===== src/rtl/fetch_queue_if.sv =====
// Handshake bundle between the fetch queue, instruction memory, decode and the branch unit.
// The master side belongs to the fetch queue; the slave side belongs to its environment.
interface fetch_queue_if;
  logic        stall;
  logic        redirect_valid;
  logic [31:0] redirect_pc;
  logic        imem_req;
  logic [31:0] imem_addr;
  logic        imem_rvalid;
  logic [31:0] imem_rdata;
  logic        valid_out;
  logic [31:0] pc_out;
  logic [31:0] instruction_out;

  modport master (
    input  stall,
    input  redirect_valid,
    input  redirect_pc,
    output imem_req,
    output imem_addr,
    input  imem_rvalid,
    input  imem_rdata,
    output valid_out,
    output pc_out,
    output instruction_out
  );

  modport slave (
    output stall,
    output redirect_valid,
    output redirect_pc,
    input  imem_req,
    input  imem_addr,
    output imem_rvalid,
    output imem_rdata,
    input  valid_out,
    input  pc_out,
    input  instruction_out
  );
endinterface


===== src/rtl/fetch_queue.sv =====
// Instruction fetch queue: credit-limited prefetch into a circular buffer of {pc, instruction}.
// Redirects flush the buffer and use an epoch bit to drop any response issued before the flush.
module fetch_queue #(
  parameter int          DEPTH    = 4,
  parameter logic [31:0] RESET_PC = 32'h0000_0000
) (
  input logic         clk,
  input logic         reset,
  fetch_queue_if.master bus
);

  localparam int              PTR_W   = $clog2(DEPTH);
  localparam int              CNT_W   = PTR_W + 1;
  localparam logic [CNT_W-1:0] DEPTH_C = CNT_W'(DEPTH);
  localparam logic [31:0]     NOP     = 32'h0000_0013;

  logic [31:0]      pc_mem  [DEPTH];
  logic [31:0]      ins_mem [DEPTH];
  logic [PTR_W-1:0] rd_ptr;
  logic [PTR_W-1:0] wr_ptr;
  logic [CNT_W-1:0] count;
  logic [CNT_W-1:0] in_use;
  logic [31:0]      fetch_pc;
  logic [31:0]      issued_pc;
  logic             outstanding;
  logic             out_epoch;
  logic             epoch;
  logic             issue;
  logic             push;
  logic             pop;
  logic             has_head;

  // An outstanding request already owns a slot, so it is charged against the credit limit.
  always_comb begin
    in_use   = count + CNT_W'(outstanding);
    has_head = (count != '0);
    issue    = reset && !bus.redirect_valid && (in_use < DEPTH_C);
    push     = bus.imem_rvalid && outstanding && (out_epoch == epoch) && !bus.redirect_valid;
    pop      = has_head && !bus.stall && !bus.redirect_valid;
  end

  assign bus.imem_req        = issue;
  assign bus.imem_addr       = fetch_pc;
  assign bus.valid_out       = has_head;
  assign bus.pc_out          = has_head ? pc_mem[rd_ptr]  : 32'h0;
  assign bus.instruction_out = has_head ? ins_mem[rd_ptr] : NOP;

  always_ff @(posedge clk or negedge reset) begin
    if (!reset) begin
      for (int i = 0; i < DEPTH; i++) begin
        pc_mem[i]  <= 32'h0;
        ins_mem[i] <= NOP;
      end
    end else if (push) begin
      pc_mem[wr_ptr]  <= issued_pc;
      ins_mem[wr_ptr] <= bus.imem_rdata;
    end
  end

  always_ff @(posedge clk or negedge reset) begin
    if (!reset) begin
      rd_ptr <= '0;
      wr_ptr <= '0;
      count  <= '0;
    end else if (bus.redirect_valid) begin
      rd_ptr <= '0;
      wr_ptr <= '0;
      count  <= '0;
    end else begin
      if (push) begin
        wr_ptr <= wr_ptr + 1'b1;
      end
      if (pop) begin
        rd_ptr <= rd_ptr + 1'b1;
      end
      case ({push, pop})
        2'b10:   count <= count + 1'b1;
        2'b01:   count <= count - 1'b1;
        default: count <= count;
      endcase
    end
  end

  // Memory answers exactly one cycle after a request, so the outstanding flag simply follows issue.
  always_ff @(posedge clk or negedge reset) begin
    if (!reset) begin
      fetch_pc    <= RESET_PC;
      issued_pc   <= 32'h0;
      outstanding <= 1'b0;
      out_epoch   <= 1'b0;
      epoch       <= 1'b0;
    end else if (bus.redirect_valid) begin
      fetch_pc    <= {bus.redirect_pc[31:2], 2'b00};
      outstanding <= 1'b0;
      epoch       <= ~epoch;
    end else begin
      outstanding <= issue;
      if (issue) begin
        fetch_pc  <= fetch_pc + 32'd4;
        issued_pc <= fetch_pc;
        out_epoch <= epoch;
      end
    end
  end

endmodule


===== src/flat_wrapper.sv =====
// flat-port wrapper written by rule: the top's interface ports become plain ports
module fetch_queue_flat 
#(
  parameter int          DEPTH    = 4,
  parameter logic [31:0] RESET_PC = 32'h0000_0000
)
  (clk, reset, bus_stall, bus_redirect_valid, bus_redirect_pc, bus_imem_req, bus_imem_addr, bus_imem_rvalid, bus_imem_rdata, bus_valid_out, bus_pc_out, bus_instruction_out);
  fetch_queue_if bus_i ();
  input logic clk;
  input logic reset;
  input wire logic [$bits(bus_i.stall)-1:0] bus_stall;
  input wire logic [$bits(bus_i.redirect_valid)-1:0] bus_redirect_valid;
  input wire logic [$bits(bus_i.redirect_pc)-1:0] bus_redirect_pc;
  output wire logic [$bits(bus_i.imem_req)-1:0] bus_imem_req;
  output wire logic [$bits(bus_i.imem_addr)-1:0] bus_imem_addr;
  input wire logic [$bits(bus_i.imem_rvalid)-1:0] bus_imem_rvalid;
  input wire logic [$bits(bus_i.imem_rdata)-1:0] bus_imem_rdata;
  output wire logic [$bits(bus_i.valid_out)-1:0] bus_valid_out;
  output wire logic [$bits(bus_i.pc_out)-1:0] bus_pc_out;
  output wire logic [$bits(bus_i.instruction_out)-1:0] bus_instruction_out;
  assign bus_i.stall = bus_stall;
  assign bus_i.redirect_valid = bus_redirect_valid;
  assign bus_i.redirect_pc = bus_redirect_pc;
  assign bus_imem_req = bus_i.imem_req;
  assign bus_imem_addr = bus_i.imem_addr;
  assign bus_i.imem_rvalid = bus_imem_rvalid;
  assign bus_i.imem_rdata = bus_imem_rdata;
  assign bus_valid_out = bus_i.valid_out;
  assign bus_pc_out = bus_i.pc_out;
  assign bus_instruction_out = bus_i.instruction_out;
  fetch_queue #(.DEPTH(DEPTH), .RESET_PC(RESET_PC)) u_core (.clk(clk), .reset(reset), .bus(bus_i));
endmodule

===== config.mk =====
export PLATFORM = sky130hd
export DESIGN_NAME = fetch_queue_flat
export DESIGN_NICKNAME = d
export VERILOG_FILES = /design/src/rtl/fetch_queue_if.sv /design/src/rtl/fetch_queue.sv /design/src/flat_wrapper.sv
export SDC_FILE = /design/constraint.sdc
export NUM_CORES = 1
export LEC_CHECK = 0
export BUFFER_PORTS_ARGS = -buffer_cell sky130_fd_sc_hd__buf_2
export CAP_MARGIN = 20
export CORE_ASPECT_RATIO = 1.1
export CORE_MARGIN = 1.5
export CORE_UTILIZATION = 59
export DETAILED_ROUTE_END_ITERATION = 8
export GPL_ROUTABILITY_DRIVEN = 0
export PLACE_DENSITY = 0.8
export SLEW_MARGIN = 20
export SYNTH_ARGS = -nofsm -noshare
export SYNTH_HDL_FRONTEND = slang
export SYNTH_SLANG_ARGS = --single-unit

===== constraint.sdc =====
create_clock -name clk -period 2.6 [get_ports clk]
set_input_delay 0.26 -clock clk [delete_from_list [all_inputs] [get_ports clk]]
set_output_delay 0.26 -clock clk [all_outputs]
set_load 0.1 [all_outputs]

==> qor.txt, run 1 <==
status = completed
Worst Tran Pin Value = 0.768 ns
mapped cell area = 15000 um2
fraction of layout cells with a size suffix above 1 = 50.6%
Met3 Routed Length = 1520 um
Rows = 61
CTS root buf = clkbuf_16
htree depth = 2
setup TNS = 0 ns
WL per Instance = 21.6 um
sequential fraction of the synthesis area = 53.2%
Vias = 9618
largest net degree at the start of global routing = 198
synth warn = 0
first-pass GRT wire length = 54000 um
Seq. cell area = 7980 um2
Crit path required time = 2.34 ns
FFs w/ async S/R, synth = 100%
clock sinks = 318
I/O pin total = 167
Initial Util = 59.7%
Final Max Tran Viols = 0
DRT Pass-1 Iters = 7
Synth Area per Inst = 14.4 um2
final wirelength = 33700 um
CTS Buf Count = 34
die footprint = 26400 um2
top sig layer = met4
Top FF cell, synth = dfrtp_1
vias per cell = 6.18
Total GRT Usage = 26.3%
antenna-violating nets left = 0
flops & latches, synth = 318
chip width = 155 um
CP arrival = 2.28 ns
post-route cell area = 17500 um2
Core ar. = 25100 um2
top cells by count, synth = 306 x dfrtp_1, 277 x mux2_2, 62 x and2_1, 62 x mux4_2, 27 x clkbuf_1
number of enable-type register cells in the synthesized netlist = 0
worst vdd ir = 0.705 mV
wire length on met2 = 17200 um
Worst Path Buf+Inv = 2
count leader, synth = dfrtp_1
dpl hpwl = 20700 um
vias in the first global route = 10100
iteration-0 DRC count of the detailed router = 501
Hold Vio Cnt, Final = 0
post-synth top area cell = dfrtp_1
Synth top area share = 51.1%
Critical-path top delay cell = dfrtp_1
Leak = 8.03 nW
max incr delay on CP = 0.49 ns
RSZ-0062 raised after global routing = no
final number of setup-violating endpoints = 0
Fillers = 1677
worst hold path type = input pin to register
worst skew pair latency = 0.51 ns
Post-DP Area = 16100 um2
Layout Skew = 0.0153 ns
Cell variety after synth = 63
Slew HR = 48.6%
Area Growth Syn to Fin = 16.7%
worst-case clock buffer depth = 3
Clk pin slew, worst setup/hold paths = 0.06 ns
maximum clock rate = 0.394 GHz
crit share post-route = 97.6%
Post-Syn Instances = 1043
power per cell area = 1120 nW/um2
r2r setup slk = 0.30 ns
drt drc = 0
I/O Buffers = 160
length of routed wiring on met1 = 14200 um
Crit. End Element = output pin
worst-path maximum fanout = 11
Synth area leaders = dfrtp_1 51%, mux2_2 21%, mux4_2 9.3%
clock tree from TritonCTS = yes
Crit Path Class = register to output pin
startpoint types = register
critical path's top delay family = flip-flops
total grt overflow = 0
Die Y = 170 um
worst-path cell chain = and4_1, o211ai_4, inv_1, buf_2
Layout Nets = 1292
initial antenna violation count = 1
multi-input logic area = 6500 um2
Max-Cap Viols = 0
min cycle time layout = 2.54 ns
kinds of logic after synthesis:
logic type               share of synthesized area [%]
AO/OA/AOI/OAI                                     3.65
XOR/XNOR                                         0.409
adder cells (fa/ha/maj)                          0.551
buffers and inverters                             3.68
flip-flops                                        53.2
multiplexers                                      30.2
other                                           0.0250
AND/OR/NAND/NOR                                   8.27
per-stage QoR:
stage	std cells	hold WS (ns)	total power (W)	utilization, %	setup slack [ns]
finish	1557	0.0139	0.0197	69.7	0.0627
global route	1557	0.0208	0.0204	69.7	0.000790
CTS	1553	0.00199	0.0197	69.3	0.000783
detailed placement	1478	0.117	0.0148	64.2	0.299
global placement	1478	0.113	0.0146	64.2	0.307
floorplan	1046	-0.0356	0.0130	-	0.0340
cells in the final DEF (no fill, tap or decap), drive strengths merged, types with 4 or more instances in the layout:
cell and count:
a221oi 4, conb 4, dfrtp 306, nor4 6, mux4 62, o21ai 14, or4 11, clkbuf 70
nor2 14, nand4 19, and3 7, mux2 277, inv 10, and2 62, o31a 4, or3 5
a21oi 5, xnor2 5, and4 5, o311ai 7, a31oi 10, or2 6, o211ai 6, ha 5
dfstp 12, nor3b 5, nand3 21, o31ai 9, nand2 26, buf 186, nor3 5, dlygate4sd3 11
nor2b 6
routing by layer:
layer,track usage (%),vias up
li1,-,4223
met1,35.9,5024
met2,44.5,303
met3,3.62,68
met4,7.36,0
met5,0,-
state kept, by name, indices dropped and copies added, names as in the netlist:
signal and count:
u_core.issued_pc 30, u_core.epoch 1, u_core.bus.imem_addr 30, u_core.pc_mem 120, u_core.out_epoch 1, u_core.wr_ptr 2
u_core.ins_mem 128, u_core.count 3, u_core.rd_ptr 2, u_core.outstanding 1
layout make-up:
type | count | area share (%)
clock buffer | 53 | 5.96
inverter | 9 | 0.193
clock inverter | 7 | 0.458
sequential | 318 | 45.6
multi-input combinational | 640 | 37.1
timing repair buffer | 214 | 8.37
antenna | 1 | 0.0143
tap | 315 | 2.25
report_power, final:
part	internal, W	total, W	switching [W]	leakage, nW
registers	0.00592	0.00666	0.000738	4.13
clock network	0.00287	0.00480	0.00193	0.546
logic	0.00263	0.00821	0.00558	3.35
total	0.0114	0.0197	0.00824	8.03
worst register-to-register path, delay by kind of cell (launching register included):
family,cells,cell delay (ns)
adders and majority gates,1,0.44
and+or+nand+nor,3,0.53
DFF,1,0.48
AOI/OAI and AO/OA,2,0.48
buffers and inverters,1,0.17
muxes,1,0.09
repair_timing:
action,4_1_cts,5_1_grt
buffers inserted,4,2
setup endpoints to repair,60,36
hold endpoints to repair,25,0
resized for setup,0,17
hold buffers,11,0
final timing paths:
check / to / start / cells past startpoint
max in group asynchronous: u_core.ins_mem[54]$_DFFE_PN0P_ / reset / 4
setup reg to reg: u_core.count[2]$_DFFE_PN0P_ / u_core.count[0]$_DFFE_PN0P_ / 8
hold / removal: u_core.bus.imem_addr[13]$_DFFE_PN0N_ / bus_redirect_pc[13] / 3
min in group asynchronous: u_core.wr_ptr[0]$_DFFE_PN0P_ / reset / 2
hold reg to reg: u_core.ins_mem[45]$_DFFE_PN0P_ / u_core.ins_mem[45]$_DFFE_PN0P_ / 1
setup / recovery: bus_imem_req / u_core.count[2]$_DFFE_PN0P_ / 4
Note: power is estimated with default switching activity, not from simulation.
==> run 2, diff against run 1 <==
Settings changed: BUFFER_PORTS_ARGS -buffer_cell sky130_fd_sc_hd__buf_2 to -buffer_cell sky130_fd_sc_hd__clkbuf_2, PLACE_DENSITY 0.8 to 0.76.
==> run 2 against run 1 <==
  * Routed wire length is 1.3% higher
  * Sequential share of layout area down 2.2 points
  * Worst setup slack better by 0.0015 ns
  * Die area did not move
  * Cell count about the same
  * Worst hold slack improved by 0.00098 ns
  * Critical path depth shrank 1
  * Sequential power increased by 0.8%
  * Clock power grew 3%
  * Critical endpoint is now bus_instruction_out[1]
==> qor.txt, run 2 (synthesized netlist as in run 1, its figures left out) <==
clock tree from TritonCTS = yes (unchanged)
length of routed wiring on met1 = 14200 um (about the same)
hold path cells = 3 (unchanged)
first-pass GRT wire length = 55200 um (was 54000 um)
max FFs per register = 128 (unchanged)
CTS Buf Count = 34 (unchanged)
iteration-0 DRC count of the detailed router = 619 (was 501)
Setup WS post-layout = 0.0642 ns (was 0.0627 ns)
Die Y = 170 um (unchanged)
most frequent cells in the layout = 304 x dfrtp_1, 277 x mux2_2, 96 x clkbuf_2 (was 304 x dfrtp_1, 277 x mux2_2, 142 x buf_2)
FF-to-FF path depth = 5 (was 8)
Rows = 61 (unchanged)
Worst Tran Pin Value = 1.11 ns (was 0.768 ns)
Vias = 9641 (was 9618)
Hold Crit Endpoint = u_core.bus.imem_addr[22]$_DFFE_PN0N_ (was u_core.bus.imem_addr[13]$_DFFE_PN0N_)
Crit path required time = 2.34 ns (about the same)
r2r setup slk = 0.16 ns (was 0.30 ns)
Leak = 8.26 nW (was 8.03 nW)
final number of setup-violating endpoints = 0 (unchanged)
final core utilization = 73.2% (was 69.7%)
Clk pin slew, worst setup/hold paths = 0.06 ns (about the same)
Total GRT Usage = 27.0% (was 26.3%)
worst skew pair latency = 0.51 ns (about the same)
final wirelength = 34100 um (was 33700 um)
drt drc = 0 (unchanged)
Core ar. = 25100 um2 (unchanged)
Layout Skew = 0.0166 ns (was 0.0153 ns)
register share of total power = 31.6% (was 33.9%)
Critical-path top delay cell = dfrtp_4 (was dfrtp_1)
I/O pin total = 167 (unchanged)
critical path's top delay family = flip-flops (unchanged)
biggest regs = u_core.ins_mem x128, u_core.pc_mem x120 (unchanged)
Met3 Routed Length = 1880 um (was 1520 um)
maximum clock rate = 0.394 GHz (about the same)
Sw Ratio = 39.9% (was 41.9%)
worst-path cell chain = mux4_2, or2_2, clkbuf_2 (was and4_1, o211ai_4, inv_1, buf_2)
fraction of layout cells with a size suffix above 1 = 50.4% (was 50.6%)
htree depth = 2 (unchanged)
clock sinks = 318 (unchanged)
worst vdd ir = 0.864 mV (was 0.705 mV)
commonest non-fill, non-tap cell in the layout = dfrtp_1 (unchanged)
Crit. End Element = output pin (unchanged)
Int Pwr = 0.0128 W (was 0.0114 W)
status = completed (unchanged)
initial antenna violation count = 2 (was 1)
dpl ws = 0.258 ns (was 0.299 ns)
dpl hpwl = 21400 um (was 20700 um)
CTS root buf = clkbuf_16 (unchanged)
CP arrival = 2.28 ns (about the same)
antenna-violating nets left = 0 (unchanged)
RR Endpoint = u_core.bus.imem_addr[13]$_DFFE_PN0N_ (was u_core.count[2]$_DFFE_PN0P_)
vias in the first global route = 10300 (was 10100)
post-route cell area = 18400 um2 (was 17500 um2)
Fillers = 1588 (was 1677)
startpoint types = register (unchanged)
chip width = 155 um (unchanged)
I/O Buffers = 160 (unchanged)
max incr delay on CP = 0.57 ns (was 0.49 ns)
Initial Util = 59.7% (unchanged)
Crit Path Class = register to output pin (unchanged)
worst-path maximum fanout = 11 (unchanged)
wire length on met2 = 17200 um (about the same)
RSZ-0062 raised after global routing = yes (was no)
worst-case clock buffer depth = 3 (unchanged)
Slew HR = 25.9% (was 48.6%)
Post-DP Area = 17000 um2 (was 16100 um2)
min cycle time layout = 2.54 ns (about the same)
Area Growth Syn to Fin = 22.6% (was 16.7%)
Most flops, register = u_core.ins_mem (unchanged)
largest net degree at the start of global routing = 133 (was 198)
Max-Cap Viols = 0 (unchanged)
Hold Vio Cnt, Final = 0 (unchanged)
worst hold path type = input pin to register (unchanged)
vias per cell = 6.19 (was 6.18)
Final Max Tran Viols = 0 (unchanged)
Comb pwr share = 45.1% (was 41.7%)
Layout Nets = 1293 (was 1292)
Worst Path Buf+Inv = 1 (was 2)
crit share post-route = 97.5% (was 97.6%)
top sig layer = met4 (unchanged)
power per cell area = 1160 nW/um2 (was 1120 nW/um2)
Switch Pwr = 0.00848 W (was 0.00824 W)
DRT Pass-1 Iters = 5 (was 7)
Finished Layout Cells = 1558 (was 1557)
Clk pwr share = 23.3% (was 24.4%)
die footprint = 26400 um2 (unchanged)
total grt overflow = 0 (unchanged)
WL per Instance = 21.9 um (was 21.6 um)
Worst Min Path Start = bus_redirect_pc[22] (was bus_redirect_pc[13])
Worst R2R Start = u_core.count[0]$_DFFE_PN0P_ (unchanged)
placed insts = 1478 (unchanged)
-- run 2: per-stage QoR --
step	TNS (ns)	hold WS, ns	power [W]
2_1_floorplan	0	-0.0356	0.0130
3_3_place_gp	0	0.472	0.0161
3_5_place_dp	0	0.471	0.0163
4_1_cts	0	0.000577	0.0214
5_1_grt	-0.0317	0.0242	0.0220
6_report	0	0.0149	0.0213
-- run 2: worst register-to-register path, cell delays in order (launching register included) --
cell,delay [ns]
dfrtp_1,0.49
and4_1,0.31
o21ai_2,0.89
buf_4,0.28
o311ai_0,0.14
o311ai_0,0.19
-- run 2: worst max-delay path by stage --
| stage | start | to | slack, ns | cells after the start |
|---|---|---|---|---|
| finish | u_core.rd_ptr[0]$_DFFE_PN0P_ | bus_instruction_out[1] | 0.06 | 3 |
| detailed placement | u_core.epoch$_DFFE_PN0P_ | u_core.count[2]$_DFFE_PN0P_ | 0.26 | 7 |
| floorplan | u_core.bus.imem_addr[14]$_DFFE_PN0N_ | u_core.bus.imem_addr[28]$_DFFE_PN0N_ | 0.03 | 5 |
| global route | u_core.rd_ptr[0]$_DFFE_PN0P_ | bus_pc_out[2] | -0.02 | 4 |
| global placement | u_core.rd_ptr[0]$_DFFE_PN0P_ | bus_pc_out[2] | 0.31 | 4 |
| CTS | u_core.rd_ptr[0]$_DFFE_PN0P_ | bus_instruction_out[24] | 0.003 | 4 |
-- run 2: timing repair --
action	CTS	global route
setup buffers	1	2
hold buffers	16	0
endpoints found under the hold margin	141	0
resized for setup	2	0
endpoints found under the setup margin	49	22
-- run 2: layout make-up --
| type | instances | area (um2) | area share (%) |
|---|---|---|---|
| antenna | 2 | 5.00 | 0.0272 |
| clock buffer | 54 | 1090 | 5.93 |
| sequential | 318 | 7980 | 43.4 |
| timing repair buffer | 215 | 2310 | 12.6 |
| multi-input combinational | 640 | 6500 | 35.4 |
| inverter | 9 | 33.8 | 0.184 |
| tap | 315 | 394 | 2.14 |
| clock inverter | 5 | 75.1 | 0.408 |
-- run 2: routing by layer --
layer	up-vias	global-route usage, %
li1	4225	-
met1	5027	36.3
met2	325	45.0
met3	64	4.84
met4	0	8.57
met5	-	0
-- run 2: power by group through the flow --
stage | sequential, W | clock, W | combinational, W
2_1_floorplan | 0.00680 | 0 | 0.00619
3_3_place_gp | 0.00673 | 0 | 0.00936
3_5_place_dp | 0.00680 | 0 | 0.00948
4_1_cts | 0.00670 | 0.00504 | 0.00962
5_1_grt | 0.00685 | 0.00521 | 0.00998
6_report | 0.00671 | 0.00496 | 0.00958
